`config.mk`:
```
export PLATFORM = sky130hd
export DESIGN_NAME = ifu_fetch
export DESIGN_NICKNAME = d
export VERILOG_FILES = /design/src/rtl/ifu_fetch.sv
export SDC_FILE = /design/constraint.sdc
export NUM_CORES = 1
export LEC_CHECK = 0
export CORE_UTILIZATION = 48
export DETAILED_ROUTE_END_ITERATION = 8
export PLACE_DENSITY = 0.93
export SETUP_SLACK_MARGIN = 0.05
export SLEW_MARGIN = 20
export SYNTH_ARGS = -nofsm -noshare
export SYNTH_HDL_FRONTEND = slang
export SYNTH_SLANG_ARGS = --single-unit
```
`constraint.sdc`:
```
create_clock -name clk -period 4.6 [get_ports clk]
set_input_delay 0.92 -clock clk [delete_from_list [all_inputs] [get_ports clk]]
set_output_delay 0.92 -clock clk [all_outputs]
set_load 0.05 [all_outputs]
```
`src/rtl/ifu_fetch.sv`:
```
// ifu_fetch -- single-outstanding instruction fetch unit.
//
// Takes a fetch address from the PC register, issues one memory read and
// waits for the response. It then presents the instruction to the decoder
// and holds it until the decoder accepts it. Misaligned addresses fault
// without touching memory. A missing response times out. A flush (jump or
// branch redirect) abandons the current fetch. If a request has already
// been handed to memory, the flush drains the response that will come back.
//
// Handshakes: a transfer happens on a posedge where valid and ready are both
// 1. Once valid is raised, it stays up and its payload stays stable until
// that transfer happens or a flush/reset withdraws it. mem_rsp_valid is a
// single-cycle pulse with no back-pressure.
//
// Ports
//   clk, rst        clock; synchronous active-high reset
//   pc_addr/valid   fetch address offered by the PC register
//   pc_advance      one-cycle pulse after the decoder takes an instruction
//   flush           redirect; discards the fetch in progress
//   mem_req_*       read request channel (valid/ready, address)
//   mem_rsp_*       read response (valid pulse, data, bus error)
//   inst_valid/ready, inst, inst_pc, fetch_fault
//                   instruction channel to the decoder
//                   fault: 0 none, 1 misaligned, 2 bus error, 3 timeout
//   fsm_state       current FSM state (0 IDLE, 1 REQ, 2 WAIT, 3 HOLD, 4 DRAIN)
//
// TIMEOUT_CYCLES is the number of WAIT/DRAIN cycles without a response
// before the fetch gives up. Legal range is 2..65535.

module ifu_fetch #(
  parameter int unsigned TIMEOUT_CYCLES = 255
) (
  input  logic        clk,
  input  logic        rst,
  input  logic [31:0] pc_addr,
  input  logic        pc_valid,
  output logic        pc_advance,
  input  logic        flush,
  output logic        mem_req_valid,
  input  logic        mem_req_ready,
  output logic [31:0] mem_req_addr,
  input  logic        mem_rsp_valid,
  input  logic [31:0] mem_rsp_data,
  input  logic        mem_rsp_err,
  output logic        inst_valid,
  input  logic        inst_ready,
  output logic [31:0] inst,
  output logic [31:0] inst_pc,
  output logic [1:0]  fetch_fault,
  output logic [2:0]  fsm_state
);

  localparam logic [2:0] S_IDLE  = 3'd0;
  localparam logic [2:0] S_REQ   = 3'd1;
  localparam logic [2:0] S_WAIT  = 3'd2;
  localparam logic [2:0] S_HOLD  = 3'd3;
  localparam logic [2:0] S_DRAIN = 3'd4;

  localparam logic [15:0] TMO_LAST = 16'(TIMEOUT_CYCLES - 1);
  localparam logic [15:0] CNT_MAX  = 16'hFFFF;

  localparam logic [1:0] F_NONE  = 2'd0;
  localparam logic [1:0] F_ALIGN = 2'd1;
  localparam logic [1:0] F_BUS   = 2'd2;
  localparam logic [1:0] F_TMO   = 2'd3;

  logic [2:0]  state;
  logic [15:0] cnt;
  logic        timed_out;
  logic        cnt_step;

  // A flush on the very cycle the timeout fires still bumps the counter
  // before DRAIN looks at it. So the limit is checked with >= rather than
  // ==, which keeps DRAIN from waiting for a wrap that never comes.
  assign timed_out = (cnt >= TMO_LAST);
  // Counts only silent cycles. The counter saturates instead of wrapping.
  assign cnt_step  = !mem_rsp_valid && (cnt != CNT_MAX);

  assign fsm_state = state;

  always_ff @(posedge clk) begin
    if (rst) begin
      state         <= S_IDLE;
      cnt           <= 16'd0;
      pc_advance    <= 1'b0;
      mem_req_valid <= 1'b0;
      mem_req_addr  <= 32'd0;
      inst_valid    <= 1'b0;
      inst          <= 32'd0;
      inst_pc       <= 32'd0;
      fetch_fault   <= F_NONE;
    end else begin
      pc_advance <= 1'b0;
      case (state)
        S_IDLE: begin
          if (pc_valid && !flush) begin
            inst_pc <= pc_addr;
            if (pc_addr[1:0] == 2'b00) begin
              mem_req_addr  <= pc_addr;
              mem_req_valid <= 1'b1;
              state         <= S_REQ;
            end else begin
              inst        <= 32'd0;
              fetch_fault <= F_ALIGN;
              inst_valid  <= 1'b1;
              state       <= S_HOLD;
            end
          end
        end

        S_REQ: begin
          if (mem_req_ready) begin
            // Memory owns the request now, so the response must be waited
            // for (or drained) even if a flush arrives on this cycle.
            mem_req_valid <= 1'b0;
            cnt           <= 16'd0;
            state         <= flush ? S_DRAIN : S_WAIT;
          end else if (flush) begin
            mem_req_valid <= 1'b0;
            state         <= S_IDLE;
          end
        end

        S_WAIT: begin
          if (cnt_step) begin
            cnt <= cnt + 16'd1;
          end
          if (flush) begin
            state <= S_DRAIN;
          end else if (mem_rsp_valid) begin
            inst        <= mem_rsp_data;
            fetch_fault <= mem_rsp_err ? F_BUS : F_NONE;
            inst_valid  <= 1'b1;
            state       <= S_HOLD;
          end else if (timed_out) begin
            inst        <= 32'd0;
            fetch_fault <= F_TMO;
            inst_valid  <= 1'b1;
            state       <= S_HOLD;
          end
        end

        S_HOLD: begin
          if (flush) begin
            inst_valid <= 1'b0;
            state      <= S_IDLE;
          end else if (inst_ready) begin
            inst_valid <= 1'b0;
            pc_advance <= 1'b1;
            state      <= S_IDLE;
          end
        end

        S_DRAIN: begin
          if (cnt_step) begin
            cnt <= cnt + 16'd1;
          end
          if (mem_rsp_valid || timed_out) begin
            state <= S_IDLE;
          end
        end

        default: begin
          mem_req_valid <= 1'b0;
          inst_valid    <= 1'b0;
          state         <= S_IDLE;
        end
      endcase
    end
  end

endmodule

```
==> impl_metrics.csv <==
group,metric,value,unit
finish,drive_gt1_share,6.34,%
detailed_routing,ant_nets,0,
finish,layout-area-overhead-vs-synth,49.1,%
pwr,clock_power_share,46.6,%
grt,grt_pass1_vias,4849,
timing,hold_violations,0,
timing,min_period_over_period,64.7,%
timing,relSlewSlack,29.7,%
setup_path,path_class,"primary input to flip-flop",
synthesis,syn-num-nets,678,
clocking,cts_tree,"yes",
pwr,p_leak,2.46,nW
die,pin_count,176,
synthesis,synthCells,604,
clocking,ctsRootBufferMaster,"clkbuf_8",
flow_run,maxCapViolations,0,
timing,setup_violations,0,
grt,antenna_found_initial,0,
die,die-area,10500,sq um
clocking,clock_sinks,120,
timing,finClkSkew,0.00729,ns
clocking,cts_buffers,17,
die,fp.dieH,102,um
clocking,holdBufCountCts,0,
setup_path,critPathCaptureType,"flip-flop",
synthesis,yosysMostFrequentCell,"nand2_1",
synthesis,synth-edff-count,0,
grt,grt.overflow.total,0,
timing,tightest_slew,1.05,ns
pwr,ir_worst_vdd,249,uV
place,post-place-cells,874,
detailed_routing,routed_wl,14400,um
detailed_routing,vias_per_cell,5.46,
die,rows,36,
die,start_util,49.4,%
clocking,clock_latency,0.51,ns
run_status,status,"finished, final reports clean",
worst_hold_path,hp-class,"flip-flop to flip-flop",
die,die_x,102,um
synthesis,avgSynthCellArea,7.99,sq um
clocking,htree_levels,4,
synthesis,ys.warnings.count,0,
finish,fillers,665,
place,dp_hpwl,9610,um
clocking,clockBufferDepth,2,
timing,max_freq,336,MHz
timing,fin_crit,2.98,ns
place,numPortBuffers,175,
synthesis,synth_common_cells,"132 x nand2_1, 120 x dfxtp_1, 72 x a21oi_1, 42 x nand3_1",
detailed_routing,first_pass_iters,5,
synthesis,ys_types,45,
synthesis,netlist_area,4830,sq um
setup_path,startpoint_type,"primary input",
pwr,power.internal,0.00200,W
detailed_routing,vias,4952,
pwr,power.net_switching,0.000774,W
synthesis,ys_dominant_reg_cell,"dfxtp_1",
detailed_routing,remaining_drc_errors,0,
pwr,cellPowerDensity,386,nW/um^2
grt,grt_max_degree,113,
clocking,cts_resized,0,
detailed_routing,route.detailed.wl_per_inst,15.9,um
synthesis,yosysSeqAreaShare,49.8,%
synthesis,ys_seq_elements,120,
synthesis,async_reset_ff_share,0,%
grt,grt_pass1_wl,22500,um
setup_path,cp_data_required_time,5.02,ns
finish,finalNonFillerCells,907,
place,gp_congestion,0.904,
timing,finalMaxSlewViolations,0,
synthesis,netlist.area_leader.share,49.8,%
synthesis,synth_area_leaders,"dfxtp_1 50%, nand2_1 10%, a21oi_1 7.5%, nand2b_1 5.2%, nand3_1 4.4%",
die,core,9770,sq um
pwr,p_seq_share,39.4,%
synthesis,synth_top_area_cell,"dfxtp_1",
pwr,share_comb_of_total_power,14.0,%
detailed_routing,drtIter0Drc,317,
clocking,clk_pin_slew_worst_paths,0.06,ns
timing,rsz0062_at_grt,"false",
finish,nNetsFinal,834,
pwr,switching_share,27.9,%
timing,fin_tns_setup,0,ns
setup_path,arrival,3.40,ns
grt,grt_usage,27.9,%
clocking,cts_setup_buffers,0,
setup_path,cp_max_fo,34,
-- cell usage in the layout (no fill, tap or decap), types with 2 or more instances in the layout --
master,Yosys,final
o21a_1,3,3
xor2_1,4,4
bufinv_16,0,2
or4_1,2,2
clkdlybuf4s50_1,0,174
xnor2_1,4,4
dfxtp_1,120,120
a21oi_1,72,72
inv_8,0,2
clkinvlp_4,0,2
nand2_1,132,132
clkbuf_16,0,16
nor3_1,10,9
and3_1,4,2
clkinv_4,0,3
nor2b_1,5,5
o21ai_0,40,40
buf_4,0,4
nand2b_1,40,40
o21ai_1,5,5
nor4_1,4,4
nand4_2,2,2
nor3b_1,2,2
and3_2,0,2
nor2_1,28,28
nand4_1,5,5
inv_1,4,4
nand3_1,42,42
or3_1,4,4
or2_2,2,2
mux2i_1,2,2
ha_1,2,2
inv_6,0,4
nand3b_1,3,3
a31oi_1,3,3
a211oi_1,3,3
-- logic make-up (layout without fill, tap and decap cells) --
| family | after synthesis | in the layout | synth area share (%) |
|---|---|---|---|
| AND/OR/NAND/NOR | 291 | 291 | 28.9 |
| AO/OA/AOI/OAI | 134 | 134 | 15.0 |
| flip-flops | 120 | 120 | 49.8 |
| buffers and inverters | 46 | 215 | 3.76 |
| XOR/XNOR | 8 | 8 | 1.45 |
| multiplexers | 3 | 3 | 0.648 |
| adder cells (fa/ha/maj) | 2 | 2 | 0.518 |
| other | 0 | 1 | 0 |
-- stage by stage --
| stage | setup WS, ns | util, % | total power [W] | cell area [sq um] | hold WS [ns] |
|---|---|---|---|---|---|
| floorplan | 2.36 | - | 0.00134 | 4830 | 0.473 |
| CTS | 1.63 | 73.6 | 0.00279 | 7190 | 0.456 |
| detailed placement | 1.25 | 67.6 | 0.00150 | 6610 | 0.449 |
| finish | 1.62 | 73.6 | 0.00278 | 7190 | 0.453 |
| global route | 1.45 | 73.6 | 0.00287 | 7190 | 0.482 |
| global placement | 1.36 | 67.6 | 0.00149 | 6610 | 0.441 |
-- power by group through the flow --
stage,registers (W),clock network [W],logic (W)
after floorplan,0.00121,0,0.000128
after CTS,0.00109,0.00131,0.000386
after detailed placement,0.00112,0,0.000382
after global routing,0.00110,0.00136,0.000412
after global placement,0.00111,0,0.000372
final,0.00109,0.00129,0.000388
-- worst paths after layout --
check,startpoint,endpoint,slack [ns],cells after the start
setup / recovery,flush,mem_req_addr[22],1.62,7
hold / removal,inst_pc[24],inst_pc[24],0.45,2
setup reg to reg,fsm_state[1],mem_req_addr[22],1.99,6
hold reg to reg,inst_pc[24],inst_pc[24],0.45,2
-- flip-flops by register name, indices dropped and copies added (netlist names) --
name	cells
fetch_fault	2
pc_advance	1
inst	32
inst_pc	32
mem_req_addr	32
fsm_state	3
cnt	16
inst_valid	1
mem_req_valid	1
-- critical path, stage by stage --
cell	delay [ns]
clkdlybuf4s50_1	0.60
nor2_1	0.13
nand3_1	0.12
buf_4	0.34
or3_1	0.87
nand2_1	0.18
a21oi_1	0.24
-- metal layers --
| metal | routed length, um | track usage, % |
|---|---|---|
| met3 | 1060 | 9.85 |
| met5 | 0 | 0 |
| met4 | 310 | 14.0 |
| met2 | 7520 | 46.9 |
| met1 | 5530 | 31.4 |
-- area by class of cell --
cell class	instances	area, sq um	area share, %
sequential	120	2400	33.4
multi-input combinational	438	2250	31.3
timing repair buffer	179	1780	24.7
clock buffer	18	418	5.81
tap	133	166	2.31
clock inverter	14	164	2.28
inverter	4	15.0	0.209
antenna	1	2.50	0.0348
No activity file was read; power rests on OpenSTA's default activity.
